**src/rtl/vx_victim_sel_if.sv**
```systemverilog
// rtl/vx_victim_sel_if.sv - fill-request / victim-result handshake bundle for vx_victim_sel
// slave is the selector side, master is the requester/consumer side.
interface vx_victim_sel_if #(
    parameter int NUM_WAYS = 4,
    parameter int ID_WIDTH = 8
);
    localparam int WAY_BITS = $clog2(NUM_WAYS);

    logic                req_valid;
    logic                req_ready;
    logic [NUM_WAYS-1:0] req_valid_mask;
    logic [ID_WIDTH-1:0] req_id;

    logic                resp_valid;
    logic                resp_ready;
    logic [WAY_BITS-1:0] resp_way;
    logic                resp_evict;
    logic [ID_WIDTH-1:0] resp_id;

    modport slave (
        input  req_valid,
        input  req_valid_mask,
        input  req_id,
        input  resp_ready,
        output req_ready,
        output resp_valid,
        output resp_way,
        output resp_evict,
        output resp_id
    );

    modport master (
        output req_valid,
        output req_valid_mask,
        output req_id,
        output resp_ready,
        input  req_ready,
        input  resp_valid,
        input  resp_way,
        input  resp_evict,
        input  resp_id
    );
endinterface

```
**src/rtl/vx_victim_sel.sv**
```systemverilog
// rtl/vx_victim_sel.sv - cache fill victim selector: first invalid way, else rnd^rr_cnt
// Optional way locking for the random pick is enabled by defining VX_VICTIM_LOCK_EN.
module vx_victim_sel #(
    parameter  int NUM_WAYS = 4,
    parameter  int ID_WIDTH = 8,
    localparam int WAY_BITS = $clog2(NUM_WAYS)
) (
    input  logic                clk,
    input  logic                reset,
    input  logic [WAY_BITS-1:0] rnd,
`ifdef VX_VICTIM_LOCK_EN
    input  logic [NUM_WAYS-1:0] lock_mask,
    output logic                resp_lock_ovr,
`endif
    vx_victim_sel_if.slave      bus
);

    logic                resp_valid_q, resp_valid_d;
    logic [WAY_BITS-1:0] resp_way_q,   resp_way_d;
    logic                resp_evict_q, resp_evict_d;
    logic [ID_WIDTH-1:0] resp_id_q,    resp_id_d;
    logic [WAY_BITS-1:0] rr_cnt_q,     rr_cnt_d;
    logic                lock_ovr_q,   lock_ovr_d;

    logic                accept;
    logic                free_found;
    logic [WAY_BITS-1:0] free_way;
    logic [WAY_BITS-1:0] pick;
    logic [WAY_BITS-1:0] rand_way;
    logic                all_locked;

    assign bus.req_ready = !resp_valid_q || bus.resp_ready;
    assign accept        = bus.req_valid && bus.req_ready;

    // Lowest-index invalid way of the indexed set.
    always_comb begin
        free_found = 1'b0;
        free_way   = '0;
        for (int i = 0; i < NUM_WAYS; i++) begin
            if (!free_found && !bus.req_valid_mask[i]) begin
                free_found = 1'b1;
                free_way   = WAY_BITS'(i);
            end
        end
    end

    // rr_cnt keeps the pick rotating even if the PRNG sticks at one value.
    assign pick = rnd ^ rr_cnt_q;

`ifdef VX_VICTIM_LOCK_EN
    logic                scan_found;
    logic [WAY_BITS-1:0] cand;

    // A locked pick moves to the next unlocked way circularly upward;
    // with every way locked the lock mask is ignored.
    always_comb begin
        all_locked = &lock_mask;
        rand_way   = pick;
        scan_found = 1'b0;
        cand       = pick;
        if (!all_locked && lock_mask[pick]) begin
            for (int k = 1; k < NUM_WAYS; k++) begin
                cand = pick + WAY_BITS'(k);
                if (!scan_found && !lock_mask[cand]) begin
                    scan_found = 1'b1;
                    rand_way   = cand;
                end
            end
        end
    end

    assign resp_lock_ovr = lock_ovr_q;
`else
    assign all_locked = 1'b0;
    assign rand_way   = pick;
`endif

    always_comb begin
        resp_valid_d = resp_valid_q;
        resp_way_d   = resp_way_q;
        resp_evict_d = resp_evict_q;
        resp_id_d    = resp_id_q;
        rr_cnt_d     = rr_cnt_q;
        lock_ovr_d   = lock_ovr_q;
        if (accept) begin
            resp_valid_d = 1'b1;
            resp_id_d    = bus.req_id;
            if (free_found) begin
                resp_way_d   = free_way;
                resp_evict_d = 1'b0;
                lock_ovr_d   = 1'b0;
            end else begin
                resp_way_d   = rand_way;
                resp_evict_d = 1'b1;
                lock_ovr_d   = all_locked;
                rr_cnt_d     = rr_cnt_q + WAY_BITS'(1);
            end
        end else if (bus.resp_ready) begin
            resp_valid_d = 1'b0;
        end
    end

    always_ff @(posedge clk) begin
        if (reset) begin
            resp_valid_q <= 1'b0;
            resp_way_q   <= '0;
            resp_evict_q <= 1'b0;
            resp_id_q    <= '0;
            rr_cnt_q     <= '0;
            lock_ovr_q   <= 1'b0;
        end else begin
            resp_valid_q <= resp_valid_d;
            resp_way_q   <= resp_way_d;
            resp_evict_q <= resp_evict_d;
            resp_id_q    <= resp_id_d;
            rr_cnt_q     <= rr_cnt_d;
            lock_ovr_q   <= lock_ovr_d;
        end
    end

    assign bus.resp_valid = resp_valid_q;
    assign bus.resp_way   = resp_way_q;
    assign bus.resp_evict = resp_evict_q;
    assign bus.resp_id    = resp_id_q;

endmodule

```
**src/flat_wrapper.sv**
```systemverilog
// flat-port wrapper written by rule: the top's interface ports become plain ports
module vx_victim_sel_flat 
#(
    parameter  int NUM_WAYS = 4,
    parameter  int ID_WIDTH = 8,
    localparam int WAY_BITS = $clog2(NUM_WAYS)
)
  (clk, reset, rnd, bus_req_valid, bus_req_valid_mask, bus_req_id, bus_resp_ready, bus_req_ready, bus_resp_valid, bus_resp_way, bus_resp_evict, bus_resp_id);
  vx_victim_sel_if #(.NUM_WAYS(NUM_WAYS), .ID_WIDTH(ID_WIDTH)) bus_i ();
  input  logic clk;
  input  logic reset;
  input  logic [WAY_BITS-1:0] rnd;
  input wire logic [$bits(bus_i.req_valid)-1:0] bus_req_valid;
  input wire logic [$bits(bus_i.req_valid_mask)-1:0] bus_req_valid_mask;
  input wire logic [$bits(bus_i.req_id)-1:0] bus_req_id;
  input wire logic [$bits(bus_i.resp_ready)-1:0] bus_resp_ready;
  output wire logic [$bits(bus_i.req_ready)-1:0] bus_req_ready;
  output wire logic [$bits(bus_i.resp_valid)-1:0] bus_resp_valid;
  output wire logic [$bits(bus_i.resp_way)-1:0] bus_resp_way;
  output wire logic [$bits(bus_i.resp_evict)-1:0] bus_resp_evict;
  output wire logic [$bits(bus_i.resp_id)-1:0] bus_resp_id;
  assign bus_i.req_valid = bus_req_valid;
  assign bus_i.req_valid_mask = bus_req_valid_mask;
  assign bus_i.req_id = bus_req_id;
  assign bus_i.resp_ready = bus_resp_ready;
  assign bus_req_ready = bus_i.req_ready;
  assign bus_resp_valid = bus_i.resp_valid;
  assign bus_resp_way = bus_i.resp_way;
  assign bus_resp_evict = bus_i.resp_evict;
  assign bus_resp_id = bus_i.resp_id;
  vx_victim_sel #(.NUM_WAYS(NUM_WAYS), .ID_WIDTH(ID_WIDTH)) u_core (.clk(clk), .reset(reset), .rnd(rnd), .bus(bus_i));
endmodule
```
**config.mk**
```make
export PLATFORM = sky130hd
export DESIGN_NAME = vx_victim_sel_flat
export DESIGN_NICKNAME = d
export VERILOG_FILES = /design/src/rtl/vx_victim_sel_if.sv /design/src/rtl/vx_victim_sel.sv /design/src/flat_wrapper.sv
export SDC_FILE = /design/constraint.sdc
export NUM_CORES = 1
export LEC_CHECK = 0
export ABC_CLOCK_PERIOD_IN_PS = 1550
export BUFFER_PORTS_ARGS = -buffer_cell sky130_fd_sc_hd__clkbuf_2
export CORE_MARGIN = 2
export CORE_UTILIZATION = 30
export DETAILED_ROUTE_END_ITERATION = 7
export PLACE_DENSITY = 0.66
export SLEW_MARGIN = 20
export SYNTH_ARGS = -nofsm -noshare
export SYNTH_HDL_FRONTEND = slang
export SYNTH_SLANG_ARGS = --single-unit
```
**constraint.sdc**
```tcl
create_clock -name clk -period 1.55 [get_ports clk]
set_input_delay 0.31 -clock clk [delete_from_list [all_inputs] [get_ports clk]]
set_output_delay 0.31 -clock clk [all_outputs]
set_load 0.03 [all_outputs]
```
==> impl_results.md <==
* Worst path bufs/invs at 1
* Post-synth top area share at 0.445
* Hpwl dp at 1090 µm
* Min-delay src: bus_req_id[0]
* Initial drt markers at 12
* Final hold vios at 0
* Final Slew Violations at 0
* Crit-path cells: nor2b_4 -> buf_4 -> nor4_1 -> mux2_1
* Crit-path leading delay family: simple AND/OR/NAND/NOR gates
* FP Rows at 16
* Crit path arrival time at 1.58 ns
* Total grt overflow at 0
* Cts hold-fix bufs at 0
* Mapped Nets at 91
* Synth top area cells: dfxtp_1 45%, a21oi_1 9.5%, nand3_1 6.4%, o21ai_1 6.4%, buf_6 3.6%
* Initial antenna violation count at 0
* Cell at the slowest stage of the critical path: mux2_1
* Syn Inst Count at 73
* Setup Skew at 0.00354 ns
* R2R Path Start: u_core.bus.resp_valid$_SDFFE_PP0P_
* GPL Wtd Cong at 0.738
* Vias/cell at 4.85
* CTS H-tree depth at 1
* Largest net degree at the start of global routing at 18
* Peak per-stage delay on the critical path at 0.37 ns
* Ys Warns at 0
* Worst vdd ir at 0.000391 V
* Max-cap violation count at 0
* Critical Path Source: u_core.bus.resp_valid$_SDFFE_PP0P_
* Aggregate negative setup slack at 0 ns
* DRC at 0
* Antenna-violating nets left at 0
* Post-CTS setup buffer count at 1
* Clock slew at reported path FFs at 0.09 ns
* Final Setup Violations at 0
* Port Buffers at 30
* DR WL/cell at 11.7 µm
* Die height at 49.8 µm
* Distinct cells, synth at 26
* Normalized max-slew margin at 0.776
* Fin crit period at 1.42 ns
* Fin crit share at 0.916
* Area grow syn2layout at 32.0%
* Setup CP Type: register to register
* Crit path max fanout at 16
* DRT Pass-1 Iters at 2
* Vias at 635
* Crit. End Element: register
* TritonCTS buffer count at 3
* Die area at 2480 µm²
* Worst-Skew Late Latency at 0.27 ns
* Final nets at 123
* Ports at 31
* Mapped cell area at 629 µm²
* Worst Max-Slew Pin Slew at 0.337 ns
* Synth area leader: dfxtp_1
* Vias in the first global route at 580
* Power Density at 947 nW/µm²
* PostCTS Resize Cnt at 0
* Crit path required time at 1.71 ns
* Sequential share of the synthesized area at 0.445
* Total Routing Usage GR at 0.130
* Initial Util at 0.321
* Achievable clock frequency at 704 MHz
* CORE AREA at 1960 µm²
* Status: finished clean
* Layout cells sized above 1 at 0.385
* Post-synthesis area per instance at 8.62 µm²
* #FFs+latches synth at 14
* CTS root buf: clkbuf_4
* Max Root-Sink Buffers at 2
* Die X at 49.8 µm
* Pwr Total at 0.787 mW
* HP Class: primary input to register
* Detailed Route WL at 1540 µm
* Sink Count at 14
* CTS tree: done
* P_leak at 0.373 nW
* First-pass GRT wire length at 2500 µm
* Critical Path Source Type: register
* RSZ-0062 raised after global routing: no
* R2r setup slk at 0.13 ns
* Antenna diode instance count at 0
-- cell usage in the layout, fill, tap and decap left out, drive strengths merged --
cell type / Yosys / final
a21oi: 12 / 12
and2: 1 / 1
buf: 5 / 3
clkbuf: 1 / 34
dfxtp: 14 / 14
inv: 4 / 4
mux2: 1 / 1
nand2: 2 / 2
nand3: 8 / 8
nand4: 1 / 1
nor2: 1 / 1
nor2b: 3 / 3
nor4: 1 / 1
o2111ai: 1 / 1
o21ai: 11 / 11
o221ai: 1 / 1
o31ai: 1 / 1
o41ai: 1 / 1
or3: 1 / 1
or4: 1 / 1
xor2: 2 / 2
-- where the power goes --
part / internal [mW] / switching, mW / leakage (nW)
logic: 0.0512 / 0.0911 / 0.237
registers: 0.377 / 0.00852 / 0.115
clock network: 0.143 / 0.117 / 0.0210
-- cells by family after synthesis --
| logic type | share of synthesized area |
|---|---|
| AOI/OAI and AO/OA | 0.237 |
| and+or+nand+nor | 0.175 |
| DFF | 0.445 |
| buffers and inverters | 0.0974 |
| xor gates and xnor gates | 0.0278 |
| muxes | 0.0179 |
-- state kept, by name (all words and copies together) (netlist names) --
name and count:
u_core.bus.resp_evict 1, u_core.bus.resp_way 2, u_core.bus.resp_valid 1, u_core.bus.resp_id 8
u_core.rr_cnt_q 2
-- cells in the mapped netlist --
cell type,instances
or3_1,1
o21ai_1,8
o41ai_1,1
nor2_1,1
o221ai_1,1
o21ai_0,3
xor2_1,2
nand2_1,2
or4_1,1
nand3_1,8
nor2b_4,1
mux2_1,1
inv_6,1
dfxtp_1,14
a21oi_1,12
o2111ai_1,1
nand4_1,1
nor2b_1,2
inv_1,2
o31ai_1,1
inv_2,1
and2_1,1
buf_6,2
nor4_1,1
clkbuf_1,1
buf_2,3
-- worst reg2reg max path: stages, from the launching register on --
cell and delay (ns):
dfxtp_1 0.32, nor2b_4 0.13, buf_4 0.18, nor4_1 0.32, mux2_1 0.37
-- cell type report --
cell class,instances,area (µm²)
clock buffer,4,36.3
fill,221,1130
inverter,4,20.0
multi-input combinational,49,288
sequential,14,280
tap,27,33.8
timing repair buffer,33,173
-- through the flow --
step                      setup WS, ns  cell area, µm²  utilization  cells  hold slack, ns
after floorplan                  0.193             629            -     73           0.379
after global placement           0.264             787        0.401    126           0.464
after detailed placement         0.213             787        0.401    126           0.471
after CTS                        0.153             831        0.423    131           0.257
after global routing            0.0828             831        0.423    131           0.252
final                            0.130             831        0.423    131           0.263
-- layer usage --
layer | vias up | GRT usage | wire length [µm]
li1 | 324 | - | -
met1 | 297 | 0.162 | 706
met2 | 14 | 0.222 | 770
met3 | 0 | 0.0182 | 60
met4 | 0 | 0.0556 | 0
met5 | - | 0 | 0
-- final timing paths --
| check | endpoint | cells past startpoint |
|---|---|---|
| worst max-delay path | u_core.rr_cnt_q[1]$_SDFFE_PP0P_ | 4 |
| worst min-delay path | u_core.bus.resp_id[0]$_SDFFE_PP0P_ | 3 |
| worst max register to register | u_core.rr_cnt_q[1]$_SDFFE_PP0P_ | 4 |
| worst min register to register | u_core.bus.resp_evict$_SDFFE_PP0P_ | 2 |
Power figures use the tool's default switching activity.
